[config.mk]
export PLATFORM = sky130hd
export DESIGN_NAME = execute_cycle
export DESIGN_NICKNAME = d
export VERILOG_FILES = /design/src/rtl/execute_cycle.sv
export SDC_FILE = /design/constraint.sdc
export NUM_CORES = 1
export LEC_CHECK = 0
export BUFFER_PORTS_ARGS = -buffer_cell sky130_fd_sc_hd__buf_2
export CAP_MARGIN = 5
export CORE_ASPECT_RATIO = 1.25
export CORE_UTILIZATION = 49
export DETAILED_ROUTE_END_ITERATION = 7
export PLACE_DENSITY = 0.85
export RECOVER_POWER = 50
export SLEW_MARGIN = 20
export SYNTH_ARGS = -nofsm -noshare
export SYNTH_HDL_FRONTEND = slang
export SYNTH_SLANG_ARGS = --single-unit
export TNS_END_PERCENT = 20
[constraint.sdc]
create_clock -name clk -period 16.95 [get_ports clk]
set_input_delay 3.39 -clock clk [delete_from_list [all_inputs] [get_ports clk]]
set_output_delay 3.39 -clock clk [all_outputs]
set_load 0.01 [all_outputs]
[src/rtl/execute_cycle.sv]
// Execute stage: operand forwarding, ALU, branch resolution and the EX/MEM register.
module execute_cycle (
    input  logic        clk,
    input  logic        rst,
    input  logic        RegWriteE,
    input  logic        ALUSrcE,
    input  logic        MemWriteE,
    input  logic        ResultSrcE,
    input  logic        BranchE,
    input  logic [2:0]  ALUControlE,
    input  logic [31:0] RD1_E,
    input  logic [31:0] RD2_E,
    input  logic [31:0] Imm_Ext_E,
    input  logic [4:0]  RD_E,
    input  logic [31:0] PCE,
    input  logic [31:0] PCPlus4E,
    input  logic [31:0] ResultW,
    input  logic [1:0]  ForwardA_E,
    input  logic [1:0]  ForwardB_E,
    output logic        PCSrcE,
    output logic [31:0] PCTargetE,
    output logic        RegWriteM,
    output logic        MemWriteM,
    output logic        ResultSrcM,
    output logic [4:0]  RD_M,
    output logic [31:0] PCPlus4M,
    output logic [31:0] WriteDataM,
    output logic [31:0] ALU_ResultM
);

    localparam int unsigned XLEN = 32;
    localparam int unsigned REGW = 5;

    localparam logic [2:0] OP_ADD  = 3'b000;
    localparam logic [2:0] OP_SUB  = 3'b001;
    localparam logic [2:0] OP_AND  = 3'b010;
    localparam logic [2:0] OP_OR   = 3'b011;
    localparam logic [2:0] OP_XOR  = 3'b100;
    localparam logic [2:0] OP_SLT  = 3'b101;
    localparam logic [2:0] OP_SLTU = 3'b110;

    logic [XLEN-1:0] fwd_a;
    logic [XLEN-1:0] fwd_b;
    logic [XLEN-1:0] src_b;
    logic [XLEN-1:0] alu_result;
    logic            zero;

    // Forward mux for operand A; select 11 falls back to the register file.
    always_comb begin
        fwd_a = RD1_E;
        case (ForwardA_E)
            2'b01:   fwd_a = ResultW;
            2'b10:   fwd_a = ALU_ResultM;
            default: fwd_a = RD1_E;
        endcase
    end

    // Forward mux for operand B (also the store data).
    always_comb begin
        fwd_b = RD2_E;
        case (ForwardB_E)
            2'b01:   fwd_b = ResultW;
            2'b10:   fwd_b = ALU_ResultM;
            default: fwd_b = RD2_E;
        endcase
    end

    // ALU; the reserved opcode yields zero.
    always_comb begin
        src_b      = ALUSrcE ? Imm_Ext_E : fwd_b;
        alu_result = '0;
        case (ALUControlE)
            OP_ADD:  alu_result = fwd_a + src_b;
            OP_SUB:  alu_result = fwd_a - src_b;
            OP_AND:  alu_result = fwd_a & src_b;
            OP_OR:   alu_result = fwd_a | src_b;
            OP_XOR:  alu_result = fwd_a ^ src_b;
            OP_SLT:  alu_result = XLEN'($signed(fwd_a) < $signed(src_b));
            OP_SLTU: alu_result = XLEN'(fwd_a < src_b);
            default: alu_result = '0;
        endcase
    end

    // Branch resolution back to fetch (beq only).
    always_comb begin
        zero      = (alu_result == '0);
        PCSrcE    = BranchE & zero;
        PCTargetE = PCE + Imm_Ext_E;
    end

    // EX/MEM pipeline register with synchronous active-low clear.
    always_ff @(posedge clk) begin
        if (!rst) begin
            RegWriteM   <= 1'b0;
            MemWriteM   <= 1'b0;
            ResultSrcM  <= 1'b0;
            RD_M        <= REGW'(0);
            PCPlus4M    <= XLEN'(0);
            WriteDataM  <= XLEN'(0);
            ALU_ResultM <= XLEN'(0);
        end else begin
            RegWriteM   <= RegWriteE;
            MemWriteM   <= MemWriteE;
            ResultSrcM  <= ResultSrcE;
            RD_M        <= RD_E;
            PCPlus4M    <= PCPlus4E;
            WriteDataM  <= fwd_b;
            ALU_ResultM <= alu_result;
        end
    end

endmodule

* Word-level counts from Yosys, hierarchy flattened
Cells that the tools add are included.
** Cells by class
- Add/subtract/negate cells :: 3
- Magnitude comparators :: 2
- Equal/unequal tests :: 10
- Mux-type cells :: 4
- Bitwise operators :: 4
- Reductions and logical operators :: 2
** Operators by type and width (number)
- case mux 32 bit (7 select lines) :: 1
- case mux 32 bit (2 select lines) :: 2
- adder 32 bit :: 2
- less-than comparator 32 bit :: 2
- AND 32 bit :: 1
- logical NOT 32 bit :: 1
- two-way mux 32 bit :: 1
- bitwise OR 32 bit :: 1
- subtractor 32 bit :: 1
- bitwise XOR 32 bit :: 1
- equality test 3 bit (second input constant) :: 3
- equality test 3 x 2 -> 1 bit (second input constant) :: 2
- equality test 2 x 1 -> 1 bit (second input constant) :: 2
- equality test 2 bit (second input constant) :: 2
- equality test 3 x 1 -> 1 bit (second input constant) :: 1
- logical NOT 3 bit :: 1
- AND 1 bit :: 1
** Storage, ports and cells
- Register bits :: 104
- Bits of input ports :: 211

* Depth between registers and ports, before layout
Gate-level depths: netlist (run 1).
- Depth after elaboration :: 7
- Depth in mapped cells :: 21
- Depth with buffers taken out :: 20

* Worst setup path before layout (run 1)
Ideal clock, no wire load.
- Kind :: input to output
- From :: in ForwardB_E[0]
- To :: out PCSrcE
- Arrival :: 7973 ps
- Path slack :: 5587 ps
- Stages :: 20
- Cells stage by stage :: inv_1 -> ha_1 -> clkbuf_1 -> clkbuf_1 -> a21oi_1 -> o21ai_0 -> ha_1 -> inv_1 -> fa_1 -> and2b_1 -> o221a_2 -> o21ai_1 -> mux2i_1 -> o211ai_1 -> or4_1 -> or4_1 -> or4_1 -> nor4_1 -> and4_1 -> and4_1
** Between the ends
- Longest elaborated chain between the ends :: 7
** Ends and longest elaborated chain
- start: declaration :: line 19 : input logic [1:0] ForwardB_E,
- equality test 2 bit or equality test 2 x 1 -> 1 bit (tied branches) :: line 61 : case (ForwardB_E)
- case mux 32 bit (2 select lines) (*) :: line 61
- two-way mux 32 bit (*) :: line 70 : src_b = ALUSrcE ? Imm_Ext_E : fwd_b;
- subtractor 32 bit, or another cell as far along :: line 74 : OP_SUB: alu_result = fwd_a - src_b;
- case mux 32 bit (7 select lines) (*) :: line 72 : case (ALUControlE)
- logical NOT 32 bit (*) :: line 86 : zero = (alu_result == '0);
- AND 1 bit (*) :: line 87 : PCSrcE = BranchE & zero;
- end: declaration :: line 20 : output logic PCSrcE,
Mark *: on every way between the ends. The rest lies on a longest branch, timed or not.

* Worst setup path in the final report (run 1)
Ends and elaborated chain as after synthesis.

==> results.txt, run 1 <==
The flow ran to the end, but the final reports show violations. The final reports fail on max-capacitance violations, max-slew violations. The vertical die dimension came out at 172 um. The post-synthesis sequential area ratio is 18.5%, and the die span in x is 138 um. Synthesis inferred 104 register bits. Between clock sinks in the finished design, the worst skew comes to 0.0121 ns. Reg2reg setup slack: 12.30 ns. The logs give 13300 um^2 for the final instance area and 485 uW for the switching power total. Registers are responsible for 26.1% of the overall power. Class of the most critical hold timing path: flop to flop.

The post-detailed-routing wire length came out at 44500 um. The kind of cell with the highest combined delay on the critical path is simple AND/OR/NAND/NOR gates. For this design, the sink count on the clock tree is 104.

The instance count along the most critical hold path is 4. The worst setup path is launched from an input port. The total count of hold-check failures in the final report is 0. During synthesis, Yosys emitted a total of 0 warnings.

The tree is rooted in a sky130_fd_sc_hd__clkbuf_16. For the via count of the first global-routing pass, the log shows 12600. The core area was 22400 um^2. The number of detailed-route iterations in the first pass is 6. Summed over all nets, wire length on met2 after detailed routing comes to 20900 um.

A synthesized cell averages 7.15 um^2. For the worst flop-to-flop path, the logic depth is 15. The total global-route track usage is 36.4%, and the number of antenna violations at the first check in global routing is 2.

The measured slew at the worst slew-check pin was 2.29 ns. The shortest period the worst path allows was 12.48 ns; the post-detailed-route via-to-cell ratio was 6.15. Distinct cell type count of the synthesized netlist: 79. Post-place setup slack: 4.56 ns.

The final critical path takes up 73.6% of the cycle. TritonCTS built the clock tree. Setup violations remaining at the end of the flow were counted as 0.

Most used cell along the critical path: sky130_fd_sc_hd__or4_1. Clock-pin slew was measured on the worst setup and hold paths at 0.08 ns. For this design the static power due to leakage is 0.00611 uW. The full die area came out at 23600 um^2. After clock tree synthesis, the setup repair step added 0 buffers. Across the VDD grid, the largest voltage drop is 0.0540 mV. For this block, the via count after detailed routing is 13200. The run gives 21.9% as the clock power share.

The count of final max-slew check failures came out at 59. Combinational logic is responsible for 52.0% of the overall power. Counting every net in the synthesized netlist gives 1932. The relative slew slack is -52.8%. Internal power comes to 575 uW. Once the floorplan was initialized, standard cells occupied 50.3% of the core. The data arrival time of the worst path was 9.09 ns; the power per unit of standard cell area was 79.8 nW/um^2. Maximum number of pins on one net before global-route repair: 65.

The amount of wire on met3 after detailed routing is 3910 um, and the number of violations reported at the end of detailed-routing iteration 0 is 1221. The post-detailed-route DRC marker count was 0; the quantity of gates resized following cts was 0. In this run the top signal layer used is met4. The H-tree was split into 3 levels. Final hold analysis gives a worst-case slack of 0.698 ns. The worst-path maximum fanout is 32. In the synthesized netlist the dominant register cell turns out to be sky130_fd_sc_hd__dfxtp_1. The layout cell share with drive strength beyond 1 works out to 17.6%. Walking the worst path, the cells encountered are buf_2 -> inv_1 -> ha_2 -> a22oi_1 -> nor2_1 -> a21oi_1 -> o21ai_0 -> ha_1 -> inv_1 -> fa_1 -> and2b_1 -> o221a_2 -> o21ai_1 -> mux2i_1 -> o211ai_1 -> or4_1 -> or4_1 -> or4_1 -> nor4_1 -> and4_1 -> and4_1 -> buf_2.

The tools report the critical path capture point type as an output port. The tools report the overall power of the completed layout as 1060 uW. The run gives 0 as the overall overflow remaining after global route. The wire-length estimate of the detail-placed layout is 34000 um. The critical path is of the input port to output port type. The detail route stage leaves a number of antenna-violating nets equal to 0. Number of I/O port buffers: 347.

Setup repair after global routing left no endpoint under its margin. The tools report the achievable clock frequency as 0.0801 GHz. The run gives 2206 as the total number of nets in the final design.

The logs give 13100 um^2 for the post-detailed-placement cell area and 1578 for the instance count of the mapped netlist. In this design, the stage delay of the slowest critical-path cell is 0.73 ns. The count of fill cells added during filler insertion came out at 2180. The run gives 1 as the number of maximum-capacitance constraint violations. The floorplan has 61 rows. The count of flip-flops with a built-in enable after synthesis came out at 0. For the final routed database, the setup TNS stands at 0 ns. For the worst path setup slack after routing, the log shows 4.47 ns. The number of hold buffers added after CTS was 0.

The logs give 17500 um for the routed length on met1 and 0.38 ns for the clock insertion delay at the later pin of the skew report. The switching fraction of total power came out at 45.8%. No sink is reached through more buffers than the 2 on the longest clock path. Together, buffers and inverters on the worst path number 4. Combined area of all synthesized cells: 11300 um^2.

Clock tree synthesis inserted a total of 9 buffers. Data on the critical path is required at its endpoint by 13.56 ns. The critical path runs through a total of 22 cells. The first global-routing pass estimated 66400 um of wire. For the placer congestion estimate, the log shows 1.01. The largest individual stage delay along the critical path comes from the cell sky130_fd_sc_hd__ha_2.

The post-synthesis to final-layout area growth works out to 17.8%. The count of boundary I/O pins was 348; the share of async-settable or async-resettable flops after synthesis was 0%. Routed length per instance: 20.8 um.
## power groups by stage
stage / registers (uW) / logic (uW) / clock network [uW]
2_1_floorplan: 289 / 359 / 0
3_3_place_gp: 281 / 538 / 0
3_5_place_dp: 281 / 540 / 0
4_1_cts: 276 / 544 / 232
5_1_grt: 279 / 602 / 239
6_report: 277 / 551 / 232
## cells by family after synthesis
group | synth area share (%)
AOI/OAI and AO/OA | 32.4
xor gates and xnor gates | 3.49
adders and majority gates | 16.1
buffers and inverters | 7.12
DFF | 18.5
muxes | 0.931
and+or+nand+nor | 21.6
## worst register-to-register path: cells and delay by family (launching register included)
kind / cells / cell delay [ns]
AO/OA/AOI/OAI: 9 / 2.66
adder cells (fa/ha/maj): 2 / 0.54
flip-flops: 1 / 0.45
AND/OR/NAND/NOR: 4 / 0.91
## state kept, by name (all words and copies together), names as in the netlist
name	flops
ResultSrcM	1
MemWriteM	1
ALU_ResultM	32
WriteDataM	32
RegWriteM	1
PCPlus4M	32
RD_M	5
## placed cells by master, fill, tap and decap left out, types with 36 or more instances in the layout
cell	n
sky130_fd_sc_hd__dfxtp_1	104
sky130_fd_sc_hd__buf_2	266
sky130_fd_sc_hd__a22oi_1	66
sky130_fd_sc_hd__ha_1	138
sky130_fd_sc_hd__nor3_1	36
sky130_fd_sc_hd__clkbuf_1	81
sky130_fd_sc_hd__o21ai_0	128
sky130_fd_sc_hd__and2_1	39
sky130_fd_sc_hd__inv_1	106
sky130_fd_sc_hd__nor2_1	160
sky130_fd_sc_hd__nand2_1	132
sky130_fd_sc_hd__a21oi_1	142
## per-stage QoR
stage | cells | utilization [%]
2_1_floorplan | 1578 | -
3_3_place_gp | 2124 | 58.3
3_5_place_dp | 2124 | 58.3
4_1_cts | 2140 | 59.7
5_1_grt | 2142 | 59.2
6_report | 2142 | 59.2
## worst paths after layout
path	startpoint	end
worst max-delay path	ForwardB_E[0]	PCSrcE
worst min-delay path	ALU_ResultM[1]$_SDFF_PN0_	WriteDataM[1]$_SDFF_PN0_
worst max register to register	ALU_ResultM[0]$_SDFF_PN0_	ALU_ResultM[30]$_SDFF_PN0_
worst min register to register	ALU_ResultM[1]$_SDFF_PN0_	WriteDataM[1]$_SDFF_PN0_
## cell type report
cell class | instances | area (um^2) | share of cell area [%]
flip-flops and latches | 104 | 2080 | 15.7
clock buffers | 9 | 225 | 1.69
repair buffers | 359 | 1730 | 13.0
inverters | 108 | 405 | 3.05
multi-input cells | 1270 | 8410 | 63.2
well taps | 283 | 354 | 2.66
clock inverters | 7 | 88.8 | 0.668
diodes | 2 | 5.00 | 0.0377
## metal layers
layer	vias to the layer above	global-route usage, %
met4	0	19.6
met3	147	5.81
li1	6190	-
met5	-	0
met2	742	62.1
met1	6090	43.2
## cell usage after synthesis, types with 11 or more instances
master	n	share of area, %
sky130_fd_sc_hd__nand4_1	13	0.72
sky130_fd_sc_hd__o21a_1	19	1.3
sky130_fd_sc_hd__o21ai_0	128	5.7
sky130_fd_sc_hd__a211oi_1	26	1.7
sky130_fd_sc_hd__o21bai_1	13	0.86
sky130_fd_sc_hd__xor2_1	11	0.85
sky130_fd_sc_hd__nand2b_1	17	0.94
sky130_fd_sc_hd__nor2b_1	18	1.0
sky130_fd_sc_hd__o31ai_1	13	0.86
sky130_fd_sc_hd__dfxtp_1	104	18
sky130_fd_sc_hd__buf_2	12	0.53
sky130_fd_sc_hd__o211ai_1	31	2.1
sky130_fd_sc_hd__nand3_1	21	0.93
sky130_fd_sc_hd__inv_1	106	3.5
sky130_fd_sc_hd__nor4_1	11	0.61
sky130_fd_sc_hd__clkbuf_1	74	2.5
sky130_fd_sc_hd__xnor2_1	34	2.6
sky130_fd_sc_hd__nor2_1	161	5.4
sky130_fd_sc_hd__and2_1	66	3.7
sky130_fd_sc_hd__nor3_1	36	1.6
sky130_fd_sc_hd__a21o_1	23	1.5
sky130_fd_sc_hd__a21oi_1	142	6.3
sky130_fd_sc_hd__ha_1	140	16
sky130_fd_sc_hd__nand2_1	132	4.4
sky130_fd_sc_hd__a22oi_1	66	4.4
(Power assumes the default switching activity.)
==> run 2, diff against run 1 <==
==> constraint.sdc (replaced) <==
create_clock -name clk -period 11.5 [get_ports clk]
set_input_delay 2.3 -clock clk [delete_from_list [all_inputs] [get_ports clk]]
set_output_delay 2.3 -clock clk [all_outputs]
set_load 0.01 [all_outputs]
==> run 2 against run 1 <==
Against the previous run: the flow still finishes with violations (max-capacitance violations, max-slew violations); largest power group unchanged; critical path depth unchanged; clock power increased by 42%; setup slack got worse by 3.4 ns; clock skew increased by 0.0087 ns; die area unchanged; total power increased by 46%; register-to-register slack got worse by 5.3 ns.
==> results.txt, run 2 (synthesis gave the netlist of run 1 again) <==
The post-detailed-route via-to-cell ratio came out at 6.18 (was 6.15). The run finished, with violations left. The worst-path maximum fanout was 32 (unchanged); the H-tree depth was 3 (unchanged). The post-synthesis to final-layout area growth works out to 18.0% (was 17.8%). The switching fraction of total power is 45.5% (was 45.8%), and the clock-pin transition on the worst setup and hold timing paths is 0.08 ns (about the same). The tools report the full die area as 23600 um^2 (unchanged). The remaining antenna violation count after routing came out at 0 (unchanged). Most congested layer reported by global routing: met2 (unchanged).

The number of antenna violations at the first check in global routing was 2 (unchanged). The logs give 61 (unchanged) for the standard-cell row count and 104 (unchanged) for the sink count of the clock tree. The kind of critical path was input port to output port (unchanged). The via count of the first global-routing pass was 12400 (was 12600); the vertical die dimension was 172 um (unchanged).

For the internal power, the log shows 846 uW (was 575 uW). TritonCTS built the clock tree. The share of total power in sequential cells is 26.3% (was 26.1%). Failing checks: max-capacitance violations, max-slew violations (unchanged). The run gives 22400 um^2 (unchanged) as the core area. Achievable clock frequency: 0.0960 GHz.

Total number of nets in the final design: 2209 (was 2206). The layout cell share with drive strength beyond 1 was 17.7% (was 17.6%); the starting utilization of the core area was 50.3% (unchanged). The tools report the number of violations reported at the end of detailed-routing iteration 0 as 1182 (was 1221). The leading cell type in the layout, fill and taps excluded was sky130_fd_sc_hd__buf_2 (unchanged).

The number of maximum-capacitance constraint violations was 1 (unchanged). The via count is 13300 (was 13200), and the shortest period the worst path allows is 10.42 ns. The total half-perimeter wirelength after legalization and detailed placement came out at 34700 um (was 34000 um). The number of detailed-route iterations in the first pass is 6 (unchanged), and the number of buffers created by CTS is 9 (unchanged). The required time at the worst-slack endpoint is 9.20 ns (was 13.56 ns), and the overall power of the completed layout is 1550 uW (was 1060 uW).

The peak supply drop was 0.113 mV (was 0.0540 mV). Largest registers ranked by flip-flop count: ALU_ResultM (32), PCPlus4M (32), WriteDataM (32) (unchanged). The power per unit of standard cell area is 117 nW/um^2 (was 79.8 nW/um^2). The total leakage power was 0.00612 uW (was 0.00611 uW); the die span in x was 138 um (unchanged).

The count of boundary I/O pins was 348 (unchanged); the maximum root-to-sink buffer count was 2 (unchanged). The tools report the met1 usage in global routing as 44.6% (was 43.2%). The run gives 0 ns (unchanged) as the setup total negative slack. The run gives 62.4% (was 62.1%) as the global-route track usage on met2.

The measured slew at the worst slew-check pin was 2.29 ns (about the same). Post-CTS setup-driven buffer insertion count: 0 (unchanged). The routed length per instance came out at 20.7 um (was 20.8 um). The number of hold-repair buffers added at the cts stage is 0 (unchanged).

Setup repair after global routing left no endpoint under its margin. The final worst clock skew came out at 0.0208 ns (was 0.0121 ns). The clock insertion delay at the later pin of the skew report came out at 0.39 ns (was 0.38 ns). Cell chosen for the clock root: sky130_fd_sc_hd__clkbuf_16 (unchanged). The number of I/O port buffers works out to 347 (unchanged).

The switching power total is 706 uW (was 485 uW). The tools report the total global-route track usage as 36.9% (was 36.4%). For the maximum number of pins on one net before global-route repair, the log shows 59 (was 65).

Most frequent cells in the layout: sky130_fd_sc_hd__buf_2 (266), sky130_fd_sc_hd__nor2_1 (160), sky130_fd_sc_hd__a21oi_1 (142), sky130_fd_sc_hd__ha_1 (138), sky130_fd_sc_hd__nand2_1 (132) (unchanged). The count of final max-slew check failures is 59 (unchanged). For the final setup violation count, the log shows 0 (unchanged). The relative slew slack is -52.7% (was -52.8%), and the final cell utilization of the core is 59.3% (was 59.2%).

The run gives 1.04 (was 1.01) as the placer congestion estimate. The total count of hold-check failures in the final report came out at 0 (unchanged). The wire length of the first global-routing pass came out at 67100 um (was 66400 um). The critical path capture point type is an output port (unchanged). The power share of the combinational group was 52.5% (was 52.0%); the clock power share was 21.2% (was 21.9%). The final critical-path share of the clock period works out to 90.6%. The tools report the post-detailed-route DRC marker count as 0 (unchanged). For the data arrival time of the worst path, the log shows 8.12 ns (was 9.09 ns). Post-detailed-routing wire length: 44400 um (was 44500 um). The met3 capacity usage during global routing is 5.98% (was 5.81%). The critical path startpoint category is an input port (unchanged). The class of the most critical hold timing path was flop to flop (unchanged). For the overall overflow remaining after global route, the log shows 0 (unchanged).

The quantity of gates resized following cts came out at 0 (unchanged).
[run 2: final cells by class]
| class | instances | area (um^2) |
|---|---|---|
| antenna | 3 | 7.51 |
| clock buffer | 9 | 225 |
| clock inverter | 7 | 80.1 |
| fill | 2131 | 9130 |
| inverter | 108 | 405 |
| multi-input combinational | 1270 | 8410 |
| sequential | 104 | 2080 |
| tap | 283 | 354 |
| timing repair buffer | 362 | 1750 |
[run 2: path summary, 6_finish.rpt]
path	endpoint	startpoint	slack [ns]	cells past startpoint
worst max register to register	ALU_ResultM[21]$_SDFF_PN0_	ALU_ResultM[6]$_SDFF_PN0_	7.00	15
worst min register to register	WriteDataM[27]$_SDFF_PN0_	ALU_ResultM[27]$_SDFF_PN0_	0.70	4
worst max-delay path	PCSrcE	ForwardB_E[0]	1.08	22
worst min-delay path	WriteDataM[27]$_SDFF_PN0_	ALU_ResultM[27]$_SDFF_PN0_	0.70	4
[run 2: power groups by stage]
stage | Sequential (uW) | Clock (uW) | Combinational, uW
detailed placement | 414 | 0 | 796
global placement | 414 | 0 | 791
floorplan | 427 | 0 | 530
global route | 412 | 343 | 890
finish | 408 | 329 | 814
CTS | 406 | 329 | 801
[run 2: stage by stage]
stage | hold slack, ns | cell area, um^2 | worst slack, ns | cells
global placement | 0.656 | 13100 | 1.38 | 2127
floorplan | 0.694 | 11300 | 2.32 | 1578
global route | 0.745 | 13300 | 0.755 | 2145
detailed placement | 0.672 | 13100 | 1.24 | 2127
CTS | 0.690 | 13400 | 1.23 | 2143
finish | 0.695 | 13300 | 1.08 | 2146
[run 2: metal layers]
layer	part of all wire (%)	vias up
li1	-	6201
met1	40	6159
met2	47	763
met3	8.5	129
met4	4.5	0
met5	0	-
[run 2: worst max-delay path, cell delays in order]
cell,delay [ns]
sky130_fd_sc_hd__buf_2,0.11
sky130_fd_sc_hd__inv_1,0.05
sky130_fd_sc_hd__ha_2,0.75
sky130_fd_sc_hd__a22oi_1,0.20
sky130_fd_sc_hd__nor2_1,0.14
sky130_fd_sc_hd__a21oi_1,0.07
sky130_fd_sc_hd__o21ai_0,0.37
sky130_fd_sc_hd__ha_1,0.27
sky130_fd_sc_hd__inv_1,0.08
sky130_fd_sc_hd__fa_1,0.46
sky130_fd_sc_hd__and2b_1,0.23
sky130_fd_sc_hd__o221a_2,0.29
sky130_fd_sc_hd__o21ai_1,0.14
sky130_fd_sc_hd__mux2i_1,0.19
sky130_fd_sc_hd__o211ai_1,0.14
sky130_fd_sc_hd__or4_1,0.56
sky130_fd_sc_hd__or4_1,0.43
sky130_fd_sc_hd__or4_1,0.48
sky130_fd_sc_hd__nor4_1,0.23
sky130_fd_sc_hd__and4_1,0.26
sky130_fd_sc_hd__and4_1,0.23
sky130_fd_sc_hd__buf_2,0.14
==> run 3, diff against run 2 <==
==> constraint.sdc (replaced) <==
create_clock -name clk -period 9.7 [get_ports clk]
set_input_delay 1.94 -clock clk [delete_from_list [all_inputs] [get_ports clk]]
set_output_delay 1.94 -clock clk [all_outputs]
set_load 0.01 [all_outputs]
==> run 3 against run 2 <==
Against the previous run: the run still ends with max-capacitance violations, max-slew violations left; highest routed layer unchanged; non-clock buffer count is 13 higher; first-iteration DRC count is 9.2% higher; flip-flop and latch count stayed put; critical path type unchanged; hold slack better by 0.018 ns.
==> results.txt, run 3 (synthesis gave the netlist of run 1 again) <==
The number of antenna violations at the first check in global routing is 2 (unchanged), and the measured slew at the worst slew-check pin is 2.10 ns (was 2.29 ns). For the number of maximum-capacitance constraint violations, the log shows 1 (unchanged). TritonCTS built the clock tree.

The maximum number of pins on one net before global-route repair was 59 (unchanged). The class of the most critical hold timing path was flop to flop (unchanged). The count of fill cells added during filler insertion is 2206 (was 2131), and the total number of nets in the final design is 2222 (was 2209). Critical path capture point type: an output port (unchanged).

Via count: 13300 (about the same). The via count of the first global-routing pass came out at 12800 (was 12400). The leading cell type in the layout, fill and taps excluded is sky130_fd_sc_hd__buf_2 (unchanged). The instance count along the most critical hold path is 4 (unchanged), and the post-detailed-routing wire length is 45000 um (was 44400 um). The total leakage power was 0.00620 uW (was 0.00612 uW). The tools report the H-tree depth as 3 (unchanged). Largest registers ranked by flip-flop count: ALU_ResultM (32), PCPlus4M (32), WriteDataM (32) (unchanged). The tools report the total count of hold-check failures in the final report as 0 (unchanged). The power per unit of standard cell area came out at 139 nW/um^2 (was 117 nW/um^2). The clock-pin transition on the worst setup and hold timing paths is 0.08 ns (about the same). Most frequent cells in the layout: sky130_fd_sc_hd__buf_2 (266), sky130_fd_sc_hd__nor2_1 (160), sky130_fd_sc_hd__a21oi_1 (142), sky130_fd_sc_hd__ha_1 (138), sky130_fd_sc_hd__nand2_1 (132) (unchanged). The number of buffers created by CTS was 9 (unchanged).

Post-synthesis to final-layout area growth: 18.9% (was 18.0%). The routed length per instance was 20.9 um (was 20.7 um). The required time at the worst-slack endpoint is 7.76 ns (was 9.20 ns).

The final worst clock skew is 0.0156 ns (was 0.0208 ns). The run finished, with violations left. The worst-path maximum fanout was 32 (unchanged).

Count of final max-slew check failures: 59 (unchanged). The total global-route track usage was 37.7% (was 36.9%). The die span in x works out to 138 um (unchanged). The footprint of the multi-input gates was 8410 um^2 (about the same).

Setup repair after global routing left no endpoint under its margin. Peak supply drop: 0.130 mV (was 0.113 mV). Launch point of the worst reg-to-reg path: ALU_ResultM[18]$_SDFF_PN0_ (was ALU_ResultM[6]$_SDFF_PN0_).

The clock period could shrink to 9.30 ns. The terminating pin of the worst hold path was WriteDataM[7]$_SDFF_PN0_ (was WriteDataM[27]$_SDFF_PN0_). The number of violations reported at the end of detailed-routing iteration 0 was 1291 (was 1182). For the clock insertion delay at the later pin of the skew report, the log shows 0.39 ns (about the same). For the full die area, the log shows 23600 um^2 (unchanged). The tools report the reg2reg setup slack as 5.11 ns (was 7.00 ns). The cell chosen for the clock root was sky130_fd_sc_hd__clkbuf_16 (unchanged). The run gives 7.36 ns (was 8.12 ns) as the data arrival time of the worst path.

The start point of the worst min-delay path was ALU_ResultM[7]$_SDFF_PN0_ (was ALU_ResultM[27]$_SDFF_PN0_). The setup total negative slack came out at 0 ns (unchanged). The layout cell share with drive strength beyond 1 was 18.3% (was 17.7%). The standard-cell row count was 61 (unchanged); the vertical die dimension was 172 um (unchanged).

The number of I/O port buffers is 347 (unchanged). After layout, the worst path uses 95.9% of the clock period. The number of placed cells counting well taps was 2140 (was 2127).

The count of boundary I/O pins was 348 (unchanged); the count of placed standard cells in the final layout, fillers left out was 2158 (was 2146). The final setup violation count is 0 (unchanged). Critical path startpoint category: an input port (unchanged). Derived from the worst setup path, the maximum achievable clock frequency is 0.108 GHz.

The logs give 104 (unchanged) for the sink count of the clock tree and 1.03 (was 1.04) for the placer congestion estimate. The area of all sequential standard cells is 2080 um^2 (unchanged). The relative slew slack is -40.3% (was -52.7%). The kind of critical path was input port to output port (unchanged). The remaining antenna violation count after routing was 0 (unchanged); the post-detailed-route DRC marker count was 0 (unchanged). The logs give 35200 um (was 34700 um) for the total half-perimeter wirelength after legalization and detailed placement and 22400 um^2 (unchanged) for the core area.

Failing checks: max-capacitance violations, max-slew violations (unchanged). The number of detailed-route iterations in the first pass is 8 (was 6), and the post-detailed-route via-to-cell ratio is 6.16 (was 6.18). The endpoint of the worst-slack reg-to-reg timing path was ALU_ResultM[21]$_SDFF_PN0_ (unchanged). The maximum root-to-sink buffer count is 2 (unchanged), and the wire length of the first global-routing pass is 68400 um (was 67100 um). The number of cell instances on the worst register-to-register path was 14 (was 15).

The tools report the starting utilization of the core area as 50.3% (unchanged). The overall overflow remaining after global route is 0 (unchanged).
==> run 3: cell types whose count changed in the layout (fill, tap and decap cells not counted) <==
| cell | previous run | this run |
|---|---|---|
| sky130_fd_sc_hd__nor3_2 | 2 | 1 |
| sky130_fd_sc_hd__and2_0 | 20 | 17 |
| sky130_fd_sc_hd__inv_8 | 2 | 1 |
| sky130_fd_sc_hd__nor3_1 | 35 | 36 |
| sky130_fd_sc_hd__clkinv_8 | 2 | 4 |
| sky130_fd_sc_hd__and2_1 | 46 | 49 |
| sky130_fd_sc_hd__buf_4 | 15 | 28 |
| sky130_fd_sc_hd__clkinvlp_4 | 1 | 0 |
| sky130_fd_sc_hd__o311ai_1 | 0 | 1 |
| sky130_fd_sc_hd__diode_2 | 3 | 2 |
| sky130_fd_sc_hd__o311ai_0 | 2 | 1 |
==> run 3: power by group <==
part           internal (uW)  leakage [uW]  switching [uW]
clock network            187      0.000154             214
registers                462      0.000861            20.9
logic                    365       0.00518             618
total                   1010       0.00620             853
==> run 3: layout make-up <==
| class | instances | share of cell area [%] |
|---|---|---|
| clock inverter | 7 | 0.699 |
| tap | 283 | 2.64 |
| timing repair buffer | 375 | 13.8 |
| antenna | 2 | 0.0373 |
| multi-input combinational | 1270 | 62.7 |
| clock buffer | 9 | 1.68 |
| inverter | 108 | 3.02 |
| sequential | 104 | 15.5 |
==> run 3: repair_timing <==
| action | CTS | global route |
|---|---|---|
| endpoints found under the setup margin | 0 | 1 |
| setup buffers | 0 | 0 |
| hold buffers | 0 | 0 |
| gates resized for setup | 0 | 1 |
==> run 3: metal layers <==
layer	track usage [%]	vias to the layer above	share of wire, %
met2	63.1	757	47
met3	7.10	162	9.1
met1	44.7	6152	39
li1	-	6227	-
met4	21.6	0	5.3
met5	0	-	0
==> run 3: worst max path at each step <==
stage                       start      to  cells past startpoint  slack (ns)
finish              ForwardB_E[0]  PCSrcE                     20        0.40
global route        ForwardB_E[0]  PCSrcE                     20        0.12
CTS                 ForwardB_E[0]  PCSrcE                     20        0.43
detailed placement  ForwardB_E[0]  PCSrcE                     20        0.46
global placement    ForwardB_E[0]  PCSrcE                     20        0.64
floorplan           ForwardB_E[0]  PCSrcE                     20        1.24
==> run 3: worst max-delay path: stages <==
cell,delay (ns)
sky130_fd_sc_hd__buf_2,0.09
sky130_fd_sc_hd__inv_1,0.04
sky130_fd_sc_hd__ha_2,0.75
sky130_fd_sc_hd__a21oi_1,0.19
sky130_fd_sc_hd__o21ai_0,0.36
sky130_fd_sc_hd__ha_1,0.27
sky130_fd_sc_hd__inv_1,0.07
sky130_fd_sc_hd__fa_1,0.46
sky130_fd_sc_hd__and2b_1,0.23
sky130_fd_sc_hd__o221a_2,0.26
sky130_fd_sc_hd__o21ai_1,0.11
sky130_fd_sc_hd__mux2i_1,0.19
sky130_fd_sc_hd__o211ai_1,0.12
sky130_fd_sc_hd__or4_1,0.55
sky130_fd_sc_hd__or4_1,0.43
sky130_fd_sc_hd__or4_1,0.43
sky130_fd_sc_hd__nor4_1,0.25
sky130_fd_sc_hd__and4_1,0.26
sky130_fd_sc_hd__and4_1,0.21
sky130_fd_sc_hd__buf_2,0.13
==> run 3: through the flow <==
step / total power (uW) / instance area (um^2) / worst slack [ns] / utilization [%] / hold WS (ns)
global placement: 1440 / 13200 / 0.637 / 58.8 / 0.655
CTS: 1850 / 13500 / 0.426 / 60.2 / 0.704
detailed placement: 1450 / 13200 / 0.462 / 58.8 / 0.668
global route: 1970 / 13400 / 0.117 / 59.8 / 0.770
finish: 1870 / 13400 / 0.398 / 59.8 / 0.714
floorplan: 1130 / 11300 / 1.24 / - / 0.694
